===== src/rtl/btn_pkg.sv =====
// rtl/btn_pkg.sv - shared state encoding and default timing for button_debouncer
package btn_pkg;

  typedef enum logic [1:0] {
    IDLE      = 2'b00,
    WAIT_HIGH = 2'b01,
    PRESSED   = 2'b11,
    WAIT_LOW  = 2'b10
  } btn_state_t;

  // Defaults assume a 125 MHz ClkIn: 10 ms window, 500 ms delay, 100 ms repeat
  localparam int unsigned DEF_CNT_W         = 21;
  localparam int unsigned DEF_STABLE_CNT    = 1250000;
  localparam int unsigned DEF_RPT_W         = 26;
  localparam int unsigned DEF_REPEAT_DELAY  = 62500000;
  localparam int unsigned DEF_REPEAT_PERIOD = 12500000;

endpackage


===== src/rtl/debounce_channel.sv =====
// rtl/debounce_channel.sv - one-bit synchronizer plus stability-window FSM; auto-repeat under BTN_AUTOREPEAT_EN
module debounce_channel
  import btn_pkg::*;
#(
  parameter int unsigned CNT_W         = DEF_CNT_W,
  parameter int unsigned STABLE_CNT    = DEF_STABLE_CNT,
  parameter int unsigned RPT_W         = DEF_RPT_W,
  parameter int unsigned REPEAT_DELAY  = DEF_REPEAT_DELAY,
  parameter int unsigned REPEAT_PERIOD = DEF_REPEAT_PERIOD
) (
  input  logic ClkIn,
  input  logic Rst,
  input  logic BtnIn,
  output logic BtnLevel,
  output logic BtnRise,
  output logic BtnFall
);

  localparam logic [CNT_W-1:0] CNT_LAST = CNT_W'(STABLE_CNT - 1);

  logic             r_s1, r_s2;
  btn_state_t       r_state, w_state_nxt;
  logic [CNT_W-1:0] r_cnt, w_cnt_nxt;
  logic             r_level, w_level_nxt;
  logic             r_rise, w_rise_nxt;
  logic             r_fall, w_fall_nxt;

`ifdef BTN_AUTOREPEAT_EN
  localparam logic [RPT_W-1:0] RPT_FIRST = RPT_W'(REPEAT_DELAY - 1);
  localparam logic [RPT_W-1:0] RPT_NEXT  = RPT_W'(REPEAT_PERIOD - 1);

  logic [RPT_W-1:0] r_rpt, w_rpt_nxt;
  logic             r_rpt_first, w_rpt_first_nxt;
  logic [RPT_W-1:0] w_rpt_tgt;

  assign w_rpt_tgt = r_rpt_first ? RPT_FIRST : RPT_NEXT;
`endif

  always_ff @(posedge ClkIn or posedge Rst) begin
    if (Rst) begin
      r_s1    <= 1'b0;
      r_s2    <= 1'b0;
      r_state <= IDLE;
      r_cnt   <= '0;
      r_level <= 1'b0;
      r_rise  <= 1'b0;
      r_fall  <= 1'b0;
    end else begin
      r_s1    <= BtnIn;
      r_s2    <= r_s1;
      r_state <= w_state_nxt;
      r_cnt   <= w_cnt_nxt;
      r_level <= w_level_nxt;
      r_rise  <= w_rise_nxt;
      r_fall  <= w_fall_nxt;
    end
  end

`ifdef BTN_AUTOREPEAT_EN
  always_ff @(posedge ClkIn or posedge Rst) begin
    if (Rst) begin
      r_rpt       <= '0;
      r_rpt_first <= 1'b1;
    end else begin
      r_rpt       <= w_rpt_nxt;
      r_rpt_first <= w_rpt_first_nxt;
    end
  end
`endif

  always_comb begin
    w_state_nxt = r_state;
    w_cnt_nxt   = r_cnt;
    w_level_nxt = r_level;
    w_rise_nxt  = 1'b0;
    w_fall_nxt  = 1'b0;
    case (r_state)
      IDLE: begin
        if (r_s2) begin
          w_state_nxt = WAIT_HIGH;
          w_cnt_nxt   = '0;
        end
      end
      WAIT_HIGH: begin
        if (!r_s2) begin
          w_state_nxt = IDLE;
          w_cnt_nxt   = '0;
        end else if (r_cnt == CNT_LAST) begin
          w_state_nxt = PRESSED;
          w_level_nxt = 1'b1;
          w_rise_nxt  = 1'b1;
        end else begin
          w_cnt_nxt = r_cnt + CNT_W'(1);
        end
      end
      PRESSED: begin
        if (!r_s2) begin
          w_state_nxt = WAIT_LOW;
          w_cnt_nxt   = '0;
        end
      end
      WAIT_LOW: begin
        if (r_s2) begin
          w_state_nxt = PRESSED;
          w_cnt_nxt   = '0;
        end else if (r_cnt == CNT_LAST) begin
          w_state_nxt = IDLE;
          w_level_nxt = 1'b0;
          w_fall_nxt  = 1'b1;
        end else begin
          w_cnt_nxt = r_cnt + CNT_W'(1);
        end
      end
      default: begin
        w_state_nxt = IDLE;
        w_cnt_nxt   = '0;
        w_level_nxt = 1'b0;
      end
    endcase

`ifdef BTN_AUTOREPEAT_EN
    // Repeats keep running through release bounces; the final release wins over a coincident repeat
    w_rpt_nxt       = r_rpt;
    w_rpt_first_nxt = r_rpt_first;
    if (r_state == WAIT_HIGH && w_state_nxt == PRESSED) begin
      w_rpt_nxt       = '0;
      w_rpt_first_nxt = 1'b1;
    end else if ((r_state == PRESSED || r_state == WAIT_LOW) && w_state_nxt != IDLE) begin
      if (r_rpt == w_rpt_tgt) begin
        w_rise_nxt      = 1'b1;
        w_rpt_nxt       = '0;
        w_rpt_first_nxt = 1'b0;
      end else begin
        w_rpt_nxt = r_rpt + RPT_W'(1);
      end
    end
`endif
  end

  assign BtnLevel = r_level;
  assign BtnRise  = r_rise;
  assign BtnFall  = r_fall;

endmodule


===== src/rtl/button_debouncer.sv =====
// rtl/button_debouncer.sv - N_BTN independent debounce channels; BTN_AUTOREPEAT_EN adds press auto-repeat
module button_debouncer
  import btn_pkg::*;
#(
  parameter int unsigned N_BTN         = 2,
  parameter int unsigned CNT_W         = DEF_CNT_W,
  parameter int unsigned STABLE_CNT    = DEF_STABLE_CNT,
  parameter int unsigned RPT_W         = DEF_RPT_W,
  parameter int unsigned REPEAT_DELAY  = DEF_REPEAT_DELAY,
  parameter int unsigned REPEAT_PERIOD = DEF_REPEAT_PERIOD
) (
  input  logic             ClkIn,
  input  logic             Rst,
  input  logic [N_BTN-1:0] BtnIn,
  output logic [N_BTN-1:0] BtnLevel,
  output logic [N_BTN-1:0] BtnRise,
  output logic [N_BTN-1:0] BtnFall
);

  for (genvar g = 0; g < N_BTN; g++) begin : g_chan
    debounce_channel #(
      .CNT_W        (CNT_W),
      .STABLE_CNT   (STABLE_CNT),
      .RPT_W        (RPT_W),
      .REPEAT_DELAY (REPEAT_DELAY),
      .REPEAT_PERIOD(REPEAT_PERIOD)
    ) u_chan (
      .ClkIn   (ClkIn),
      .Rst     (Rst),
      .BtnIn   (BtnIn[g]),
      .BtnLevel(BtnLevel[g]),
      .BtnRise (BtnRise[g]),
      .BtnFall (BtnFall[g])
    );
  end

endmodule


===== config.mk =====
export PLATFORM = sky130hd
export DESIGN_NAME = button_debouncer
export DESIGN_NICKNAME = d
export VERILOG_FILES = /design/src/rtl/btn_pkg.sv /design/src/rtl/debounce_channel.sv /design/src/rtl/button_debouncer.sv
export SDC_FILE = /design/constraint.sdc
export NUM_CORES = 1
export LEC_CHECK = 0
export ABC_AREA = 1
export CORE_ASPECT_RATIO = 1.2
export CORE_UTILIZATION = 40
export DETAILED_ROUTE_END_ITERATION = 7
export PLACE_DENSITY_LB_ADDON = 0.2
export SETUP_SLACK_MARGIN = 0.05
export SYNTH_ARGS = -nofsm -noshare
export SYNTH_HDL_FRONTEND = slang
export SYNTH_SLANG_ARGS = --single-unit

===== constraint.sdc =====
create_clock -name ClkIn -period 2.1 [get_ports ClkIn]
set_input_delay 0.42 -clock ClkIn [delete_from_list [all_inputs] [get_ports ClkIn]]
set_output_delay 0.42 -clock ClkIn [all_outputs]
set_load 0.02 [all_outputs]

==> metrics.cfg <==
[global_routing]
antenna_found_initial=0
gr-total-overflow=0
grt_pass1_wl_um=11780
grt_pass1_vias=2723
grt_usage_pct=16.70
grt_max_degree=29

[worst_setup_path]
end_kind=flop
worst_ep_required_time_ps=2330
cp-start-kind=flop
crit_type=reg2reg
arrival_ps=2030
critPathMaxFanout=23

[cells_and_area]
final_cell_area_mm2=0.003681
area_growth_pct=8.361
antenna_cells=0
num-fill-cells=843
layout_commonest_cell=nand2_1
drive_above_1_share_pct=11.04
final_cells=567
layout_common_cells=nand2_1, nor2_1, dfrtp_1
fin_nets=466

[place]
portBuffers=9
dp_hpwl_um=4915
place_area_mm2=0.003562
dp.cells=559
globalplace.congestion=0.8147

[power_and_ir_drop]
p_per_area_mw_per_mm2=769.4
ir_drop_mv=0.4996
power.leakage_nw=1.635

[clock_tree]
cts_tree=done
cts_inserted_buffers=5
cts.sinks=56
clk_pin_slew_worst_paths_ps=110
cts-root-buf=clkbuf_8
ctsHtreeMaxLevel=2
worstSkewPairLatency_ps=320
clockBufferDepth=2

[floorplanning]
io_pins=10
core_mm2=0.008198
rows=36
fp.dieW_um=86.13
die_y_um=103.0
dieArea_mm2=0.008867
start_util_pct=41.44

[detailed_routing]
wl_per_cell_um=11.85
routed_wl_um=6718
drcViolationCount=0
vias=2749
drtIter0Drc=46
antenna_left=0
drtPass1Iterations=5
via_per_inst=4.848

[sta]
min_period_over_period_pct=85.60
rsz0062_at_grt=no
finalCriticalPeriod_ps=1798
slew_violations=0
whs_ps=363.4
hold_viol_final=0
tightest_slew_ps=369.2
fmax_mhz=556.3
setup-violations-final=0
tns_ps=0
relSlewSlack_pct=75.39
fin_skew_ps=7.414

[yosys]
syn_nets=459
yosys.area_share.simple_pct=35.91
yosys.area_share.xor_xnor_pct=4.383
synthMuxAreaShare_pct=0
netlist_area_mm2=0.003397
ys_ff_latch=56
ys_types=34
synth_top_family_by_area=simple AND/OR/NAND/NOR gates
yosysSeqAreaShare_pct=41.25
syn_avg_cell_area_um2=7.634
netlist_instances=445
synth_compound_area_share_pct=6.151
synthAdderAreaFrac_pct=3.683
ys_warn_count=0

[flow_run]
cap_violations=0

[outcome]
status=finished, final reports clean

[min_path]
hp-class=reg2reg

per-stage QoR:
step | utilization, % | setup WS [ps] | power [mW]
5_1_grt | 44.90 | 131.2 | 3.050
3_3_place_gp | 43.45 | 311.7 | 2.103
3_5_place_dp | 43.45 | 200.6 | 2.132
4_1_cts | 44.87 | 200.4 | 2.876
6_report | 44.90 | 302.4 | 2.832
2_1_floorplan | - | 308.7 | 1.963
state kept, by name, summed over array words and instances (netlist names):
register	flops
g_chan.u_chan.r_cnt	42
g_chan.u_chan.BtnLevel	2
g_chan.u_chan.BtnFall	2
g_chan.u_chan.r_state	4
g_chan.u_chan.BtnRise	2
g_chan.u_chan.r_s2	2
g_chan.u_chan.r_s1	2
layout make-up:
| cell class | count | area (um^2) | share of cell area [%] |
|---|---|---|---|
| Timing Repair Buffer | 12 | 112.6 | 3.059 |
| Tap cell | 114 | 142.6 | 3.875 |
| Multi-Input combinational cell | 323 | 1703 | 46.26 |
| Clock inverter | 3 | 47.55 | 1.292 |
| Inverter | 54 | 205.2 | 5.574 |
| Clock buffer | 5 | 68.82 | 1.869 |
| Sequential cell | 56 | 1401 | 38.07 |
layer usage:
metal	wire, um	part of all wire [%]	track usage [%]	up-vias
li1	-	-	-	1418
met1	3078	46	18.90	1279
met2	3306	49	30.46	34
met3	150	2.2	2.802	18
met4	182	2.7	8.205	0
met5	0	0	0	-
synth_stat cells, drive strengths merged:
| master | count | area [um^2] |
|---|---|---|
| nand2 | 107 | 429.2 |
| nor2 | 82 | 350.3 |
| dfrtp | 56 | 1401 |
| inv | 54 | 202.7 |
| nand3 | 37 | 210.2 |
| o21ai | 23 | 126.4 |
| nor3 | 16 | 111.4 |
| xor2 | 14 | 122.6 |
| buf | 12 | 90.08 |
| nand4 | 11 | 68.82 |
| ha | 10 | 125.1 |
| a21oi | 6 | 30.03 |
| nor3b | 4 | 30.03 |
| o21bai | 3 | 22.52 |
| xnor2 | 3 | 26.28 |
| o21a | 2 | 16.27 |
| a21o | 1 | 7.510 |
| a31oi | 1 | 6.260 |
| and2 | 1 | 6.260 |
| nand3b | 1 | 7.510 |
| nor4 | 1 | 6.260 |
report_power, final:
part           leakage (nW)  internal, mW  switching (mW)
combinational         0.822         0.262           0.632
sequential            0.754          1.14          0.0607
clock                0.0583         0.360           0.375
timing repair:
action	4_1_cts	5_1_grt
hold buffers	0	0
endpoints found under the setup margin	0	1
resized for setup	0	2
buffers inserted	0	0
critical path: stages (launching register included):
cell and delay, ps:
dfrtp_1 430, inv_1 90, ha_1 140, inv_1 70, o21ai_4 280, inv_4 170, nand2_2 160, inv_2 150
nor3b_1 230
worst paths after layout:
check | startpoint | slack [ps] | cells past startpoint | end
setup / recovery | g_chan[0].u_chan.r_state[0]$_DFFE_PP0P_ | 300 | 8 | g_chan[0].u_chan.r_cnt[8]$_DFFE_PP0P_
hold / removal | g_chan[0].u_chan.r_s1$_DFF_PP0_ | 360 | 0 | g_chan[0].u_chan.r_s2$_DFF_PP0_
setup reg to reg | g_chan[0].u_chan.r_state[0]$_DFFE_PP0P_ | 300 | 8 | g_chan[0].u_chan.r_cnt[8]$_DFFE_PP0P_
hold reg to reg | g_chan[0].u_chan.r_s1$_DFF_PP0_ | 360 | 0 | g_chan[0].u_chan.r_s2$_DFF_PP0_
max in group asynchronous | Rst | 1340 | 3 | g_chan[1].u_chan.r_cnt[12]$_DFFE_PP0P_
min in group asynchronous | Rst | 480 | 3 | g_chan[0].u_chan.r_s1$_DFF_PP0_
cells by family (layout without fill, tap and decap cells):
group / Yosys count / count (layout)
AND/OR/NAND/NOR: 260 / 260
flip-flops: 56 / 56
buffers and inverters: 66 / 74
XOR/XNOR: 17 / 17
adder cells (fa/ha/maj): 10 / 10
AO/OA/AOI/OAI: 36 / 36
No activity file was read; power rests on OpenSTA's default activity.
